File: config.mk
export PLATFORM = sky130hd
export DESIGN_NAME = ps2_mouse_init_sequencer
export DESIGN_NICKNAME = d
export VERILOG_FILES = /design/src/rtl/ps2_pkg.sv /design/src/rtl/ps2_port_mux.sv /design/src/rtl/ps2_mouse_init_sequencer.sv
export SDC_FILE = /design/constraint.sdc
export NUM_CORES = 1
export LEC_CHECK = 0
export CORE_ASPECT_RATIO = 1.5
export CORE_MARGIN = 2
export CORE_UTILIZATION = 28
export CTS_CLUSTER_SIZE = 25
export DETAILED_ROUTE_END_ITERATION = 7
export DONT_BUFFER_PORTS = 1
export PLACE_DENSITY = 0.52
export RECOVER_POWER = 100
export SLEW_MARGIN = 20
export SYNTH_ARGS = -nofsm -noshare
export SYNTH_HDL_FRONTEND = slang
export SYNTH_SLANG_ARGS = --single-unit
File: constraint.sdc
create_clock -name clk -period 2.8 [get_ports clk]
set_input_delay 0.28 -clock clk [delete_from_list [all_inputs] [get_ports clk]]
set_output_delay 0.28 -clock clk [all_outputs]
set_load 0.01 [all_outputs]
File: src/rtl/ps2_pkg.sv
// Shared types and constants for the PS/2 mouse bring-up sequencer.
// Holds the sequencer state enum, the mouse command/response bytes and the
// controller status bit positions, plus helpers that describe each transaction.
package ps2_pkg;

  typedef enum logic [2:0] {
    ST_FLUSH  = 3'd0,
    ST_SEND   = 3'd1,
    ST_TXWAIT = 3'd2,
    ST_RXWAIT = 3'd3,
    ST_READ   = 3'd4,
    ST_DONE   = 3'd5,
    ST_FAIL   = 3'd6
  } ps2_state_t;

  localparam logic [7:0] PS2_CMD_RESET  = 8'hFF;
  localparam logic [7:0] PS2_CMD_ENABLE = 8'hF4;
  localparam logic [7:0] PS2_ACK        = 8'hFA;
  localparam logic [7:0] PS2_BAT_OK     = 8'hAA;
  localparam logic [7:0] PS2_MOUSE_ID   = 8'h00;

  // Bit positions inside the controller status word (read with bytesel 10).
  localparam int PS2_ST_RX_NEMPTY = 8;
  localparam int PS2_ST_ERR       = 9;
  localparam int PS2_ST_TX_BUSY   = 10;

  // Script steps: 0 send FF, 1..3 expect FA/AA/00, 4 send F4, 5 expect FA.
  localparam logic [2:0] PS2_STEP_ENABLE = 3'd4;
  localparam logic [2:0] PS2_STEP_LAST   = 3'd5;

  // One sequencer-issued register access.
  typedef struct packed {
    logic        wr;
    logic [1:0]  bytesel;
    logic [15:0] dat;
  } ps2_txn_t;

  // Byte sent or expected at a given script step.
  function automatic logic [7:0] ps2_script_byte(input logic [2:0] step);
    case (step)
      3'd0:    ps2_script_byte = PS2_CMD_RESET;
      3'd1:    ps2_script_byte = PS2_ACK;
      3'd2:    ps2_script_byte = PS2_BAT_OK;
      3'd3:    ps2_script_byte = PS2_MOUSE_ID;
      3'd4:    ps2_script_byte = PS2_CMD_ENABLE;
      3'd5:    ps2_script_byte = PS2_ACK;
      default: ps2_script_byte = 8'h00;
    endcase
  endfunction

  // Register access that a state issues on the controller port.
  function automatic ps2_txn_t ps2_txn(input ps2_state_t st, input logic [2:0] step);
    ps2_txn_t t;
    t = '0;
    case (st)
      ST_FLUSH:  begin t.wr = 1'b1; t.bytesel = 2'b10; t.dat = 16'h8000; end
      ST_SEND:   begin t.wr = 1'b1; t.bytesel = 2'b01; t.dat = {8'h00, ps2_script_byte(step)}; end
      ST_TXWAIT: begin t.wr = 1'b0; t.bytesel = 2'b10; end
      ST_RXWAIT: begin t.wr = 1'b0; t.bytesel = 2'b10; end
      ST_READ:   begin t.wr = 1'b0; t.bytesel = 2'b11; end
      default:   t = '0;
    endcase
    return t;
  endfunction

endpackage

File: src/rtl/ps2_port_mux.sv
// Ownership mux for the mouse controller register port.
// Zero latency: pure combinational selection between upstream and sequencer.
// While the sequencer owns the port, upstream accesses see no ack (they stall).
module ps2_port_mux (
  input  logic        pass_i,
  input  logic        cs_i,
  input  logic        access_i,
  input  logic        wr_en_i,
  input  logic [15:0] data_i,
  input  logic [1:0]  bytesel_i,
  input  logic        seq_strb_i,
  input  logic        seq_wr_en_i,
  input  logic [15:0] seq_data_i,
  input  logic [1:0]  seq_bytesel_i,
  input  logic        m_ack_i,
  input  logic [15:0] m_data_i,
  output logic        m_cs_o,
  output logic        m_access_o,
  output logic        m_wr_en_o,
  output logic [15:0] m_data_o,
  output logic [1:0]  m_bytesel_o,
  output logic        up_ack_o,
  output logic [15:0] up_data_o
);

  // Forward upstream verbatim in pass-through, otherwise drive the sequencer strobe.
  always_comb begin
    m_cs_o      = seq_strb_i;
    m_access_o  = seq_strb_i;
    m_wr_en_o   = seq_wr_en_i;
    m_data_o    = seq_data_i;
    m_bytesel_o = seq_bytesel_i;
    up_ack_o    = 1'b0;
    up_data_o   = 16'h0000;
    if (pass_i) begin
      m_cs_o      = cs_i;
      m_access_o  = access_i;
      m_wr_en_o   = wr_en_i;
      m_data_o    = data_i;
      m_bytesel_o = bytesel_i;
      up_ack_o    = m_ack_i;
      up_data_o   = m_data_i;
    end
  end

endmodule

File: src/rtl/ps2_mouse_init_sequencer.sv
// PS/2 mouse bring-up: flush, reset (FF), check FA/AA/00, enable (F4), check FA.
// Each controller access is a 1-cycle strobe followed by the ack cycle; polls run back-to-back.
// Upstream is stalled until DONE/FAIL, then passed through with no added latency.
module ps2_mouse_init_sequencer
  import ps2_pkg::*;
#(
  parameter int clkf        = 50000000,
  parameter int timeout_ms  = 750,
  parameter int max_retries = 3
) (
  input  logic        clk,
  input  logic        reset,
  input  logic        restart,
  input  logic        cs,
  input  logic        data_m_access,
  input  logic        data_m_wr_en,
  output logic        data_m_ack,
  output logic [15:0] data_m_data_out,
  input  logic [15:0] data_m_data_in,
  input  logic [1:0]  data_m_bytesel,
  output logic        m_cs,
  output logic        m_access,
  output logic        m_wr_en,
  input  logic        m_ack,
  input  logic [15:0] m_data_in,
  output logic [15:0] m_data_out,
  output logic [1:0]  m_bytesel,
  output logic        init_done,
  output logic        init_failed
);

  localparam int TMO_LIMIT = clkf / 1000 * timeout_ms;
  localparam int TW        = $clog2(TMO_LIMIT) + 1;
  localparam int RW        = $clog2(max_retries + 1) + 1;
  localparam logic [TW-1:0] TMO_MAX   = TW'(TMO_LIMIT);
  localparam logic [RW-1:0] RETRY_MAX = RW'(max_retries);

  ps2_state_t    state_q, nxt_state_d;
  logic [2:0]    step_q, nxt_step_d;
  logic [RW-1:0] retries_q, nxt_retries_d;
  logic [TW-1:0] tmo_q;
  logic          busy_q;      // a strobe has been issued and its ack is outstanding
  logic          strb_q;      // strobe cycle of a sequencer transaction
  ps2_txn_t      txn_q;
  logic          init_done_q, init_failed_q;
  logic          rst_pend_q;  // restart seen while an upstream access was in flight

  logic pass, timed_state, nxt_timed, tmo_hit, bad_resp, ack_ok, take_restart;

  assign pass         = (state_q == ST_DONE) || (state_q == ST_FAIL);
  assign timed_state  = (state_q == ST_TXWAIT) || (state_q == ST_RXWAIT);
  assign nxt_timed    = (nxt_state_d == ST_TXWAIT) || (nxt_state_d == ST_RXWAIT);
  assign tmo_hit      = (tmo_q >= TMO_MAX);
  // Ack only belongs to us after our strobe cycle has passed.
  assign ack_ok       = busy_q && !strb_q && m_ack;
  // A restart waits for any upstream access to finish (its ack cycle is the last one).
  assign take_restart = (restart || rst_pend_q) && (!(cs && data_m_access) || m_ack);

  // Timeout is judged at the poll's ack, so the port is never abandoned mid-transaction.
  assign bad_resp = (timed_state && tmo_hit) ||
                    ((state_q == ST_READ) &&
                     (m_data_in[PS2_ST_ERR] || (m_data_in[7:0] != ps2_script_byte(step_q))));

  // Next state/step/retry count, applied when the current transaction acks.
  always_comb begin
    nxt_state_d   = state_q;
    nxt_step_d    = step_q;
    nxt_retries_d = retries_q;
    if (bad_resp) begin
      if (retries_q < RETRY_MAX) begin
        nxt_state_d   = ST_FLUSH;
        nxt_step_d    = 3'd0;
        nxt_retries_d = retries_q + 1'b1;
      end else begin
        nxt_state_d = ST_FAIL;
      end
    end else begin
      case (state_q)
        ST_FLUSH: nxt_state_d = ST_SEND;
        ST_SEND: begin
          nxt_state_d = ST_TXWAIT;
          nxt_step_d  = step_q + 3'd1;
        end
        ST_TXWAIT: if (!m_data_in[PS2_ST_TX_BUSY])  nxt_state_d = ST_RXWAIT;
        ST_RXWAIT: if (m_data_in[PS2_ST_RX_NEMPTY]) nxt_state_d = ST_READ;
        ST_READ: begin
          if (step_q == PS2_STEP_LAST) begin
            nxt_state_d = ST_DONE;
          end else begin
            nxt_step_d  = step_q + 3'd1;
            nxt_state_d = (step_q + 3'd1 == PS2_STEP_ENABLE) ? ST_SEND : ST_RXWAIT;
          end
        end
        default: nxt_state_d = state_q;
      endcase
    end
  end

  // Sequencer FSM: issues strobes, walks the script, owns status and restart handling.
  always_ff @(posedge clk or posedge reset) begin
    if (reset) begin
      state_q       <= ST_FLUSH;
      step_q        <= 3'd0;
      retries_q     <= '0;
      tmo_q         <= '0;
      busy_q        <= 1'b0;
      strb_q        <= 1'b0;
      txn_q         <= '0;
      init_done_q   <= 1'b0;
      init_failed_q <= 1'b0;
      rst_pend_q    <= 1'b0;
    end else begin
      strb_q <= 1'b0;
      if (pass) begin
        if (take_restart) begin
          state_q       <= ST_FLUSH;
          step_q        <= 3'd0;
          retries_q     <= '0;
          busy_q        <= 1'b0;
          init_done_q   <= 1'b0;
          init_failed_q <= 1'b0;
          rst_pend_q    <= 1'b0;
        end else if (restart) begin
          rst_pend_q <= 1'b1;
        end
      end else begin
        if (timed_state && !tmo_hit) tmo_q <= tmo_q + 1'b1;
        if (!busy_q) begin
          // First transaction after reset or restart.
          busy_q <= 1'b1;
          strb_q <= 1'b1;
          txn_q  <= ps2_txn(state_q, step_q);
        end else if (ack_ok) begin
          state_q   <= nxt_state_d;
          step_q    <= nxt_step_d;
          retries_q <= nxt_retries_d;
          if (nxt_timed && (nxt_state_d != state_q)) tmo_q <= '0;
          if ((nxt_state_d == ST_DONE) || (nxt_state_d == ST_FAIL)) begin
            busy_q        <= 1'b0;
            txn_q         <= '0;
            init_done_q   <= (nxt_state_d == ST_DONE);
            init_failed_q <= (nxt_state_d == ST_FAIL);
          end else begin
            // Next strobe goes out right after the ack: one transaction per 2 cycles.
            strb_q <= 1'b1;
            txn_q  <= ps2_txn(nxt_state_d, nxt_step_d);
          end
        end
      end
    end
  end

  assign init_done   = init_done_q;
  assign init_failed = init_failed_q;

  ps2_port_mux u_mux (
    .pass_i        (pass),
    .cs_i          (cs),
    .access_i      (data_m_access),
    .wr_en_i       (data_m_wr_en),
    .data_i        (data_m_data_in),
    .bytesel_i     (data_m_bytesel),
    .seq_strb_i    (strb_q),
    .seq_wr_en_i   (txn_q.wr),
    .seq_data_i    (txn_q.dat),
    .seq_bytesel_i (txn_q.bytesel),
    .m_ack_i       (m_ack),
    .m_data_i      (m_data_in),
    .m_cs_o        (m_cs),
    .m_access_o    (m_access),
    .m_wr_en_o     (m_wr_en),
    .m_data_o      (m_data_out),
    .m_bytesel_o   (m_bytesel),
    .up_ack_o      (data_m_ack),
    .up_data_o     (data_m_data_out)
  );

endmodule

== Word level (Yosys, flattened, before mapping) ==
Cells that the tools add are included.

* Muxes and demuxes: 61
* $lt $le $gt $ge: 2
* Bitwise logic cells: 1
* Equal/unequal tests: 25
* Add/subtract/negate cells: 3
* Reduce and logical (&&, ||, !) cells: 38

{| class="wikitable"
|+ Operators by type and width
! cell !! number
|-
| $mux W27 || 4
|-
| $pmux W16 S2 || 2
|-
| $pmux W8 S4 || 2
|-
| $mux W3 || 20
|-
| $mux W19 || 3
|-
| $eq A3 B3 Y1 const B || 11
|-
| $mux W16 || 2
|-
| $add A27 B1 Y27 const B || 1
|-
| $ge A27 B26 Y1 const B || 1
|-
| $pmux W3 S4 || 2
|-
| $mux W1 || 22
|-
| $eq A3 B2 Y1 const B || 6
|-
| $pmux W3 S5 || 1
|-
| $eq A3 B1 Y1 const B || 4
|-
| $logic_not A3 Y1 || 4
|-
| $reduce_bool A2 Y1 || 6
|-
| $logic_and A1 B1 Y1 || 8
|-
| $logic_or A1 B1 Y1 || 8
|-
| $ne A8 B8 Y1 || 1
|-
| $reduce_or A2 Y1 || 4
|-
| $add A3 B1 Y3 const B || 2
|-
| $pmux W3 S2 || 1
|-
| $reduce_and A5 Y1 || 1
|-
| $mux W2 || 2
|-
| other kinds (8) || 12
|}

* Output and inout bits: 40
* Register bits after elaboration: 60
* Word-level logic and storage cells: 142
* Input port bits: 41

== Longest topological paths before layout ==
Gate-level depths: netlist of run 1.

* Depth after elaboration: 15
* Mapped depth: 11
* Mapped depth without buffers: 10

== Modules after synthesis ==
Synthesis of run 1 repeated with hierarchy kept, for this count alone.

* Cell total of the unflattened synthesis: 391
* Area, all modules: 3417.0 µm²

{| class="wikitable"
|+ Modules (own cells, without submodules)
! module !! seq. area each (µm²) !! area each (µm²) !! instances !! cells an instance
|-
| ps2_mouse_init_sequencer || 1251.2 || 3027.9 || 1 || 349
|-
| ps2_port_mux || 0.0 || 389.1 || 1 || 42
|}

== Worst setup path after synthesis of run 1 ==
Ideal clock, no wire load.

* Path type: reg-to-reg
* From: register step_q[0]
* To: register tmo_q[4]
* Period minus slack after synthesis: 2588 ps
* Path buffers: 1
* Data required time: 2681 ps
* Setup slack: 212 ps
* Arrival time: 2469 ps
* Stages on the path, launching flop included: 12
* Setup time: 119 ps
* Cell sequence: dfrtp_1 -> inv_1 -> ha_1 -> nor2_1 -> a21o_1 -> a221oi_2 -> a311oi_2 -> nor2_1 -> a31o_2 -> nor3_4 -> buf_4 -> nor2_1

* Cells in the longest elaborated chain, start to end: 14
* Elaborated cells on any way between the ends: 25
* Those cells by class: add/sub: 1; eq/ne: 9; mux: 8; reduce/logical: 7

{| class="wikitable"
|+ Ends and longest elaborated chain
! what !! line !! text
|-
| from (decl) || ps2_mouse_init_sequencer.sv:39 || <nowiki>logic [2:0] step_q, nxt_step_d;</nowiki>
|-
| from (signal assigned) || ps2_mouse_init_sequencer.sv:135 || <nowiki>step_q <= nxt_step_d;</nowiki>
|-
| branches (longest 7 deep; another with $add A3 B1 Y3) || n/a ||
|-
| $mux W3 * || ps2_mouse_init_sequencer.sv:69 || <nowiki>if (bad_resp) begin</nowiki>
|-
| $eq A3 B2 Y1 || ps2_mouse_init_sequencer.sv:52 || <nowiki>assign nxt_timed = (nxt_state_d == ST_TXWAIT) || (nxt_state_d == ST_RXWAIT);</nowiki>
|-
| $logic_or A1 B1 Y1 || ps2_mouse_init_sequencer.sv:52 ||
|-
| $logic_and A1 B1 Y1 * || ps2_mouse_init_sequencer.sv:137 || <nowiki>if (nxt_timed && (nxt_state_d != state_q)) tmo_q <= '0;</nowiki>
|-
| $mux W27 * || ps2_mouse_init_sequencer.sv:137 ||
|-
| $mux W27 * || ps2_mouse_init_sequencer.sv:133 || <nowiki>end else if (ack_ok) begin</nowiki>
|-
| $mux W27 * || ps2_mouse_init_sequencer.sv:128 || <nowiki>if (!busy_q) begin</nowiki>
|-
| to (signal assigned) || ps2_mouse_init_sequencer.sv:127 || <nowiki>if (timed_state && !tmo_hit) tmo_q <= tmo_q + 1'b1;</nowiki>
|-
| to (decl) || ps2_mouse_init_sequencer.sv:41 || <nowiki>logic [TW-1:0] tmo_q;</nowiki>
|}

Every way passes the cells marked *.
A chain may end at the register's enable or synchronous reset.

== Final worst setup path of run 1 ==
* From: register step_q[0]
* To: register init_done_q, in the netlist init_done

* Cells in the longest elaborated chain, start to end: 13
* Elaborated cells on any way between the ends: 26
* Those cells by class: add/sub: 1; eq/ne: 8; mux: 9; reduce/logical: 8

{| class="wikitable"
|+ Ends and longest elaborated chain
! what !! line !! text
|-
| branches (longest 7 deep; another with $add A3 B1 Y3) || n/a ||
|-
| $mux W3 * || ps2_mouse_init_sequencer.sv:69 ||
|-
| $eq A3 B3 Y1 || ps2_mouse_init_sequencer.sv:138, ps2_mouse_init_sequencer.sv:141 ||
|-
| $mux W1 || ps2_mouse_init_sequencer.sv:138 || <nowiki>if ((nxt_state_d == ST_DONE) || (nxt_state_d == ST_FAIL)) begin</nowiki>
|-
| $mux W1 || ps2_mouse_init_sequencer.sv:133 ||
|-
| $mux W1 || ps2_mouse_init_sequencer.sv:128 ||
|-
| $mux W1 || ps2_mouse_init_sequencer.sv:114 || <nowiki>if (pass) begin</nowiki>
|-
| to (signal assigned) || ps2_mouse_init_sequencer.sv:141 || <nowiki>init_done_q <= (nxt_state_d == ST_DONE);</nowiki>
|-
| to (decl) || ps2_mouse_init_sequencer.sv:45 || <nowiki>logic init_done_q, init_failed_q;</nowiki>
|}

Every way passes the cells marked *. The select of a mux whose other input is x is not followed.

==> results of run 1 <==
[state kept, by name, indices dropped and copies added, names as in the netlist]
signal / count
retries_q: 3
strb_q: 1
busy_q: 1
init_failed: 1
tmo_q: 27
init_done: 1
rst_pend_q: 1
step_q: 3
state_q: 3
txn_q: 9
[cell families (layout without fill, tap and decap cells)]
family | count (synthesis) | after routing | synth area share
AND/OR/NAND/NOR | 209 | 209 | 0.318
AO/OA/AOI/OAI | 74 | 74 | 0.159
flip-flops | 50 | 50 | 0.359
buffers and inverters | 35 | 44 | 0.0535
XOR/XNOR | 28 | 28 | 0.0703
adder cells (fa/ha/maj) | 8 | 8 | 0.0287
multiplexers | 4 | 4 | 0.0115
[power by group]
part	total (uW)	switching, uW	internal (uW)
logic	2390	1490	904
registers	1260	287	976
clock network	603	257	346
total	4260	2030	2230
[what timing repair did]
action	in CTS	in global routing
gates resized for setup	1	13
hold buffers	0	0
endpoints found under the setup margin	9	41
buffers inserted	1	1
pin swaps	1	2
[cells in the final DEF (no fill, tap or decap), types with 6 or more instances in the layout]
| master | instances |
|---|---|
| buf_4 | 16 |
| o21ai_0 | 10 |
| nand3_1 | 19 |
| and3_1 | 27 |
| ha_1 | 6 |
| a31oi_1 | 6 |
| clkbuf_1 | 6 |
| a21oi_1 | 18 |
| inv_1 | 13 |
| xor2_1 | 21 |
| xnor2_1 | 7 |
| nor2_1 | 46 |
| dfrtp_1 | 49 |
| nand2_1 | 70 |
[layer usage]
metal,track usage,vias up
li1,-,1439
met1,0.155,1404
met2,0.246,90
met3,0.0257,13
met4,0.0481,0
met5,0,-
[worst max path at each step]
stage	slack, ns	start	endpoint
2_1_floorplan	0.21	step_q[0]$_DFFE_PP0P_	tmo_q[4]$_DFFE_PP0P_
3_3_place_gp	0.09	step_q[0]$_DFFE_PP0P_	txn_q[3]$_DFFE_PP0P_
3_5_place_dp	-0.07	step_q[0]$_DFFE_PP0P_	txn_q[18]$_DFFE_PP0P_
4_1_cts	0.02	step_q[0]$_DFFE_PP0P_	init_failed$_DFFE_PP0P_
5_1_grt	0.03	step_q[0]$_DFFE_PP0P_	tmo_q[0]$_DFFE_PP0P_
6_report	0.19	step_q[0]$_DFFE_PP0P_	init_done$_DFFE_PP0P_
[layout make-up]
class	count	area (um2)
Sequential cell	50	1250
Fill cell	1240	8180
Tap cell	153	191
Inverter	15	57.6
Timing Repair Buffer	23	163
Clock buffer	6	139
Multi-Input combinational cell	323	2100
[worst register-to-register path, cell delays in order (launching register included)]
cell	delay [ns]
dfrtp_2	0.45
inv_2	0.12
ha_1	0.18
nand2b_2	0.08
a21o_1	0.21
a221oi_4	0.25
a311oi_2	0.22
o21ai_2	0.23
clkbuf_1	0.24
nand2_1	0.15
a211oi_1	0.27
o22ai_1	0.11
[through the flow]
stage               cells  setup TNS (ns)  area, um2  hold slack [ns]
global placement      562               0       3720            0.467
detailed placement    562          -0.261       3720            0.480
CTS                   569               0       3870            0.171
finish                570               0       3900            0.172
global route          570               0       3900            0.198
floorplan             408               0       3490            0.450
==> summary.md, run 1 <==
| Metric | Value |
|---|---|
| Hold path depth | 2 |
| Max Clock Skew | 0.00357 ns |
| PD cells | 1090 mW/mm2 |
| Critical Path RT | a little under 3 ns |
| Final setup violation count | 0 |
| Chip height | between 100 and 150 um |
| Mapped Cells | slightly above 400 |
| VDD IR max | around 0.41 mV |
| Routed WL | between 8000 and 9000 um |
| Vias | approximately 3000 |
| Crit path kind | reg -> reg |
| Vias in the first global route | approximately 2900 |
| Share of cells above drive strength 1 | 0.141 |
| Final Total Pwr | about 4300 uW |
| Sequential share of the synthesized area | 0.359 |
| Failing checks | capacitance limit, slew limit |
| Total length of routed met3 wires | between 300 and 400 um |
| Antenna violations before repair | 0 |
| Core area | approximately 0.012 mm2 |
| Clock Sinks | 50 |
| Fraction of registers with async set/reset | 1.00 |
| Mapped Nets | between 400 and 500 |
| Top delay family on crit path | compound AO/OA/AOI/OAI gates |
| I/O pin cnt | just over 80 |
| Drt drc | 0 |
| Share of the synthesized area in the top cell type | 0.359 |
| R2R Path End | init_done$_DFFE_PP0P_ |
| Worst setup margin | roughly 0.19 ns |
| Worst-margin pin slew | 2.22 ns |
| Root Buffer | clkbuf_16 |
| Synth area leaders | dfrtp_1, nand2_1, xor2_1, nor2_1, and3_1 |
| R2r setup slk | approximately 0.19 ns |
| Rel. slew slack | -0.485 |
| Most common cell in the synthesized netlist | nand2_1 |
| Drt via density | about 5.2 |
| Synthesis-stage register bit count | 50 |
| Min-Delay Endpoint | rst_pend_q$_DFFE_PP0P_ |
| Number of port buffers | 0 |
| Worst path cell trace | inv_2 -> ha_1 -> nand2b_2 -> a21o_1 -> a221oi_4 -> a311oi_2 -> o21ai_2 -> clkbuf_1 -> nand2_1 -> a211oi_1 -> o22ai_1 |
| Detailed placement HPWL | between 6000 and 7000 um |
| Mean post-synth cell area | 8.55 um2 |
| Max Cap Viol | 1 |
| Max Root-Sink Buffers | 2 |
| DR pass1 iterations | 5 |
| Reg2Reg Depth | 11 |
| ANT nets after route | 0 |
| RSZ-0062 raised after global routing | no |
| GRT Overall Usage | 0.136 |
| Met1 wire length | ~3500 um |
| Highest-delay cell along the critical path | dfrtp_2 |
| H-tree depth | 2 |
| Fin nets | 467 |
| Cts bufs inserted | 5 |
| Initial Util | 0.289 |
| CTS tree | yes |
| Final hold violations | 0 |
| Final design utilization | 0.323 |
| Total grt overflow | 0 |
| CP max stage delay | 0.45 ns |
| Post-layout min period | about 2.6 ns |
| Routability cong. | ~0.85 |
| Crit path launch type | flip-flop |
| Post-synth top cells | nand2_1, dfrtp_1, nor2_1 |
| Largest net degree at the start of global routing | 51 |
| Worst-path clk slew | about 0.06 ns |
| ANT cells | 0 |
| Distinct cell type count of the synthesized netlist | 65 |
| Worst Hold Class | in -> reg |
| Sum of buffers and inverters on the critical path | 2 |
| Synthesized cell area | around 0.0035 mm2 |
| CP endpoint kind | flip-flop |
| Placement Setup Slack | -0.0712 ns |
| Die width | about 95 um |
| Die footprint | 0.0134 mm2 |
| Post-synth EDFFs | 0 |
| Initial DRC count | 93 |
| Top_reg_cell synth | dfrtp_1 |
| Post-synthesis cell type with the largest combined area | dfrtp_1 |
| Final Max Tran Viols | around 50 |
| Top Layer Used | met4 |
| Crit path depth | 11 |
| Met2 WL | 4790 um |
| Worst flop-to-flop path startpoint | step_q[0]$_DFFE_PP0P_ |
| Hold_sp | cs |
| Worst-Skew Late Latency | between 0.2 and 0.3 ns |
| Status | finished, violations left |
| Yosys warnings | 0 |
| Number of placement rows | 49 |
| Data arrival time of the critical path | about 2.8 ns |
| First-pass GRT wire length | about 14000 um |
| Area growth, synth to finish | 11.9% |
| Final period util | 0.932 |
| Leakage | around 0.0018 uW |
| Routed WL per cell | ~16 um |
| Critical Path Fanout Max | 6 |
| Max Fclk | ~380 MHz |
No activity file was read; power rests on OpenSTA's default activity.
==> run 2: changes to the inputs <==
Settings changed: CORE_UTILIZATION 28 to 60, PLACE_DENSITY 0.52 to 0.87.
==> summary.md, run 2 (synthesized netlist as in run 1, its figures left out) <==
| Metric | Value |
|---|---|
| Post-CTS Hold Buffers | 0 (unchanged) |
| Largest Register | tmo_q |
| Worst-margin pin slew | 2.15 ns (-0.0661 ns) |
| Routed WL | 8320 um (-6.1%) |
| Chip height | 97.4 um (-31%) |
| Non-filler instance count after layout | 486 (-15%) |
| Worst setup margin | 0.151 ns (-0.0396 ns) |
| Post-Place Cells | 476 (-15%) |
| Initial Util | 0.612 (+0.323) |
| Status | finished, violations left |
| Largest regs | tmo_q (27), txn_q (9) |
| Number of port buffers | 0 (unchanged) |
| Post-layout min period | 2.65 ns (+0.0396 ns) |
| Total grt overflow | 0 (unchanged) |
| Max Root-Sink Buffers | 2 (unchanged) |
| Crit path launch type | flip-flop |
| Drt drc | 0 (unchanged) |
| Worst-Skew Late Latency | 0.30 ns (about the same) |
| Worst-path clk slew | 0.09 ns (+0.03 ns) |
| VDD IR max | 0.677 mV (+64%) |
| Area growth, synth to finish | 5.78% |
| RSZ-0062 raised after global routing | no |
| Final Instance Area | 0.00369 mm2 (-5.5%) |
| Max Cap Viol | 1 (unchanged) |
| Highest-delay cell along the critical path | dfrtp_2 |
| Crit path kind | reg -> reg |
| Area of the multi-input gates | 0.00206 mm2 (-2.1%) |
| Routability cong. | 0.969 (+14%) |
| ANT cells | 0 (unchanged) |
| Register area | 0.00125 mm2 (unchanged) |
| Cts bufs inserted | 5 (unchanged) |
| DR pass1 iterations | 4 (-1) |
| Most frequent cells in the layout | nand2_1, dfrtp_1, nor2_1 |
| Initial DRC count | 207 (+120%) |
| Critical Path RT | 3.02 ns (+0.05 ns) |
| Worst Hold Class | in -> reg |
| I/O pin cnt | 81 (unchanged) |
| PD cells | 1090 mW/mm2 (about the same) |
| Data arrival time of the critical path | 2.87 ns (+0.09 ns) |
| Die width | 66.2 um (-30%) |
| Max reg flops | 27 (unchanged) |
| Clock Sinks | 50 (unchanged) |
| Core area | 0.00570 mm2 (-53%) |
| Vias in the first global route | 3012 (+4.7%) |
| GRT Overall Usage | 0.271 (+0.136) |
| Final period util | 0.946 (+0.0142) |
| Fin nets | 462 (-1.1%) |
| Filler cells | 513 (-59%) |
| Root Buffer | clkbuf_8 |
| Final Max Tran Viols | 51 (unchanged) |
| Drt via density | 6.34 (+23%) |
| Share of cells above drive strength 1 | 0.138 (-0.00381) |
| CTS tree | yes |
| Detailed placement HPWL | 6390 um (-6.9%) |
| CP max stage delay | 0.45 ns (about the same) |
| Max Clock Skew | 0.00584 ns (+0.00227 ns) |
| Antenna violations before repair | 0 (unchanged) |
| Routed WL per cell | 17.1 um (+10%) |
| Final hold violations | 0 (unchanged) |
| Placement Setup Slack | -0.0137 ns (+0.0574 ns) |
| Vias | 3083 (+4.7%) |
| Number of placement rows | 34 (-31%) |
| Leakage | 0.00174 uW (-2.9%) |
| Failing checks | capacitance limit, slew limit |
| H-tree depth | 2 (unchanged) |
| First-pass GRT wire length | 13700 um (-4.3%) |
| Max Fclk | 377 MHz (-1.5%) |
| Critical Path Fanout Max | 6 (unchanged) |
| Placed inst area | 0.00358 mm2 (-3.7%) |
| ANT nets after route | 0 (unchanged) |
| Worst path cell trace | inv_1 -> ha_2 -> nor2_2 -> a21o_1 -> a221oi_2 -> a311o_2 -> nand2_4 -> o311ai_2 -> nand3_1 -> o221ai_1 |
| Final Total Pwr | 4030 uW (-5.4%) |
| Most common cell after layout, fill and taps aside | nand2_1 |
| Setup TNS | 0 ns (unchanged) |
| Final setup violation count | 0 (unchanged) |
| CP endpoint kind | flip-flop |
| Die footprint | 0.00645 mm2 (-52%) |
| Largest net degree at the start of global routing | 51 (unchanged) |
| Rel. slew slack | -0.441 (+0.0443) |
run 2: area by class of cell:
class                           instances  area share
Clock inverter                          1     0.00136
Multi-Input combinational cell        323       0.557
Sequential cell                        50       0.340
Clock buffer                            7      0.0234
Timing Repair Buffer                   18      0.0383
Tap cell                               72      0.0244
Inverter                               15      0.0156
run 2: what timing repair did:
item | CTS | global route
cloned | 0 | 0
endpoints found under the setup margin | 4 | 36
pin swaps | 1 | 1
buffers inserted | 2 | 0
resized for setup | 2 | 3
run 2: through the flow:
| step | hold WS [ns] | utilization |
|---|---|---|
| 6_report | 0.169 | 0.647 |
| 5_1_grt | 0.184 | 0.647 |
| 4_1_cts | 0.129 | 0.647 |
| 3_5_place_dp | 0.454 | 0.628 |
| 3_3_place_gp | 0.447 | 0.628 |
| 2_1_floorplan | 0.450 | - |
run 2: routing by layer:
layer / vias up / GRT usage / part of all wire
met4: 0 / 0.157 / 0.056
li1: 1433 / - / -
met3: 35 / 0.0417 / 0.054
met2: 134 / 0.474 / 0.53
met1: 1481 / 0.300 / 0.36
met5: - / 0 / 0
run 2: critical path, delay by kind of cell (launching register included):
kind | cells | cell delay, ns
compound gates | 5 | 1.40
flops | 1 | 0.45
simple gates | 3 | 0.33
fa+ha+maj | 1 | 0.26
buf+inv | 1 | 0.13
run 2: power by group:
| group | switching [uW] | internal [uW] |
|---|---|---|
| Sequential | 308 | 974 |
| Clock | 232 | 200 |
| Combinational | 1440 | 876 |
| Total | 1980 | 2050 |
run 2: worst paths after layout:
| kind | from | endpoint | slack, ns | cells after the start |
|---|---|---|---|---|
| worst max-delay path | step_q[0]$_DFFE_PP0P_ | txn_q[3]$_DFFE_PP0P_ | 0.15 | 10 |
| worst min-delay path | cs | rst_pend_q$_DFFE_PP0P_ | 0.17 | 2 |
| worst max register to register | step_q[0]$_DFFE_PP0P_ | txn_q[3]$_DFFE_PP0P_ | 0.15 | 10 |
| worst min register to register | txn_q[17]$_DFFE_PP0P_ | txn_q[17]$_DFFE_PP0P_ | 0.49 | 1 |
| max in group asynchronous | reset | step_q[0]$_DFFE_PP0P_ | 1.31 | 1 |
| min in group asynchronous | reset | tmo_q[1]$_DFFE_PP0P_ | 0.41 | 1 |
==> run 3: changes to the inputs <==
Settings changed: BUFFER_PORTS_ARGS set to -buffer_cell sky130_fd_sc_hd__clkbuf_2, CORE_UTILIZATION 60 to 55, DONT_BUFFER_PORTS 1 to not set, GPL_TIMING_DRIVEN set to 0, PLACE_DENSITY 0.87 to 0.92.
==> summary.md, run 3 (synthesized netlist as in run 1, its figures left out) <==
| Metric | Value |
|---|---|
| Worst-Skew Late Latency | 0.31 ns (about the same) |
| Max Fclk | 363 MHz (-3.7%) |
| Hold slack | 0.240 ns (+0.0710 ns) |
| VDD IR max | 0.708 mV (+4.6%) |
| R2r setup slk | 0.05 ns (-0.10 ns) |
| CP max stage delay | 0.47 ns (+0.02 ns) |
| Final Instance Area | 0.00430 mm2 (+17%) |
| Placed inst area | 0.00400 mm2 (+12%) |
| Vias | 3554 (+15%) |
| Worst Hold Class | in -> reg |
| Drt via density | 6.02 (-5.0%) |
| Cts bufs inserted | 5 (unchanged) |
| Final hold violations | 0 (unchanged) |
| Sum of buffers and inverters on the critical path | 3 (+2) |
| Highest-delay cell along the critical path | a311o_2 |
| Root Buffer | clkbuf_8 |
| Final Max Tran Viols | 0 (-100%) |
| Crit path launch type | flip-flop |
| Largest regs | tmo_q (27), txn_q (9) |
| ANT nets after route | 0 (unchanged) |
| Final period util | 0.983 (+0.0368) |
| Crit path depth | 11 (+1) |
| Routed WL per cell | 16.7 um (-2.6%) |
| GRT Overall Usage | 0.271 (about the same) |
| Worst path cell trace | clkbuf_1 -> mux2i_1 -> or3_1 -> nand2_1 -> a311o_2 -> buf_4 -> buf_4 -> a21oi_1 -> a21oi_1 -> o211ai_1 -> o221ai_1 |
| Drt drc | 0 (unchanged) |
| Routability cong. | 0.950 (-2.0%) |
| ANT cells | 0 (unchanged) |
| Hold_sp | cs |
| Antenna violations before repair | 0 (unchanged) |
| First-pass GRT wire length | 15300 um (+11%) |
| Status | finished clean |
| Filler cells | 469 (-8.6%) |
| Total grt overflow | 0 (unchanged) |
| Final design utilization | 0.701 (+0.0542) |
| Placement Setup Slack | -0.308 ns (-0.295 ns) |
| Chip height | 102 um (+4.3%) |
| Post-layout min period | 2.75 ns (+0.103 ns) |
| Rel. slew slack | 0.433 (+0.873) |
| Min-Delay Endpoint | rst_pend_q$_DFFE_PP0P_ |
| CTS tree | yes |
| Reg2Reg Depth | 11 (+1) |
| Most common cell after layout, fill and taps aside | nand2_1 |
| Fin nets | 564 (+22%) |
| Number of port buffers | 80 (+80) |
| Core area | 0.00613 mm2 (+7.6%) |
| Share of cells above drive strength 1 | 0.266 (+0.128) |
| Clock Sinks | 50 (unchanged) |
| Max reg flops | 27 (unchanged) |
| Crit path kind | reg -> reg |
| I/O pin cnt | 81 (unchanged) |
| PD cells | 1080 mW/mm2 (-1.3%) |
| Vias in the first global route | 3377 (+12%) |
| CP endpoint kind | flip-flop |
| Initial Util | 0.569 (-0.0429) |
| Worst-margin pin slew | 0.851 ns (-1.30 ns) |
| Top delay family on crit path | compound AO/OA/AOI/OAI gates |
| Die footprint | 0.00701 mm2 (+8.6%) |
| Max Clock Skew | 0.0134 ns (+0.00757 ns) |
| DR pass1 iterations | 5 (+1) |
| Worst flop-to-flop path startpoint | step_q[1]$_DFFE_PP0P_ |
| Largest net degree at the start of global routing | 35 (-31%) |
| Worst-path clk slew | 0.10 ns (about the same) |
| Die width | 69.0 um (+4.2%) |
| Detailed placement HPWL | 7040 um (+10%) |
| Leakage | 0.00212 uW (+22%) |
| Initial DRC count | 166 (-20%) |
| Data arrival time of the critical path | 2.93 ns (+0.06 ns) |
| Most frequent cells in the layout | nand2_1, clkbuf_2, dfrtp_1 |
| Hold path depth | 3 (+1) |
| H-tree depth | 2 (unchanged) |
| Routed WL | 9840 um (+18%) |
| Max Cap Viol | 0 (-1) |
| R2R Path End | txn_q[3]$_DFFE_PP0P_ |
| Area growth, synth to finish | 23.3% |
| Critical Path Fanout Max | 4 (-2) |
| Largest Register | tmo_q |
| Worst setup margin | 0.0479 ns (-0.103 ns) |
| Number of placement rows | 35 (+2.9%) |
| Final setup violation count | 0 (unchanged) |
| Critical Path RT | 2.97 ns (-0.05 ns) |
| Max Root-Sink Buffers | 2 (unchanged) |
run 3: changes by cell type in the layout (fill, tap and decap cells not counted), moves of 4 or more:
cell	before	now
clkbuf_1	2	29
clkbuf_2	1	63
buf_6	0	6
buf_4	15	19
run 3: worst max path at each step:
stage / from / end / slack (ns)
after CTS: step_q[0]$_DFFE_PP0P_ / txn_q[18]$_DFFE_PP0P_ / 0.02
after global routing: step_q[0]$_DFFE_PP0P_ / txn_q[3]$_DFFE_PP0P_ / -0.16
final: step_q[1]$_DFFE_PP0P_ / txn_q[3]$_DFFE_PP0P_ / 0.05
after detailed placement: step_q[0]$_DFFE_PP0P_ / txn_q[3]$_DFFE_PP0P_ / -0.31
after global placement: step_q[0]$_DFFE_PP0P_ / tmo_q[5]$_DFFE_PP0P_ / -0.18
after floorplan: step_q[0]$_DFFE_PP0P_ / tmo_q[4]$_DFFE_PP0P_ / 0.21
run 3: power by group:
group	internal [uW]	total (uW)	switching, uW
combinational	1160	2930	1770
clock	227	479	252
sequential	976	1220	247
run 3: stage by stage:
step	total power (uW)	std cells	setup TNS [ns]
2_1_floorplan	3050	408	0
3_5_place_dp	3800	563	-5.34
5_1_grt	4970	590	-0.341
6_report	4630	590	0
3_3_place_gp	3690	562	-3.97
4_1_cts	4350	577	0
run 3: cell type report:
cell class,instances,area [um2],share of cell area
plain buffers,20,130,0.0303
clock buffers,7,96.3,0.0224
clock inverters,1,8.76,0.00204
inverters,15,58.8,0.0137
multi-input cells,323,2130,0.497
flip-flops and latches,50,1250,0.292
well taps,74,92.6,0.0215
repair buffers,100,524,0.122
run 3: what timing repair did:
action | 4_1_cts | 5_1_grt
pin swaps | 5 | 10
hold buffers | 1 | 0
endpoints found under the hold margin | 16 | 0
resized for setup | 6 | 14
buffers inserted | 5 | 13
endpoints found under the setup margin | 38 | 46
run 3: tightest hold or removal path: cells and delay by family:
family                 cells  cell delay [ns]
buffers and inverters      1             0.09
AND/OR/NAND/NOR            1             0.08
AO/OA/AOI/OAI              1             0.06
run 3: metal layers:
metal	share of wire	global-route usage
met1	0.35	0.279
met3	0.056	0.0318
met2	0.53	0.513
met4	0.061	0.179
met5	0	0
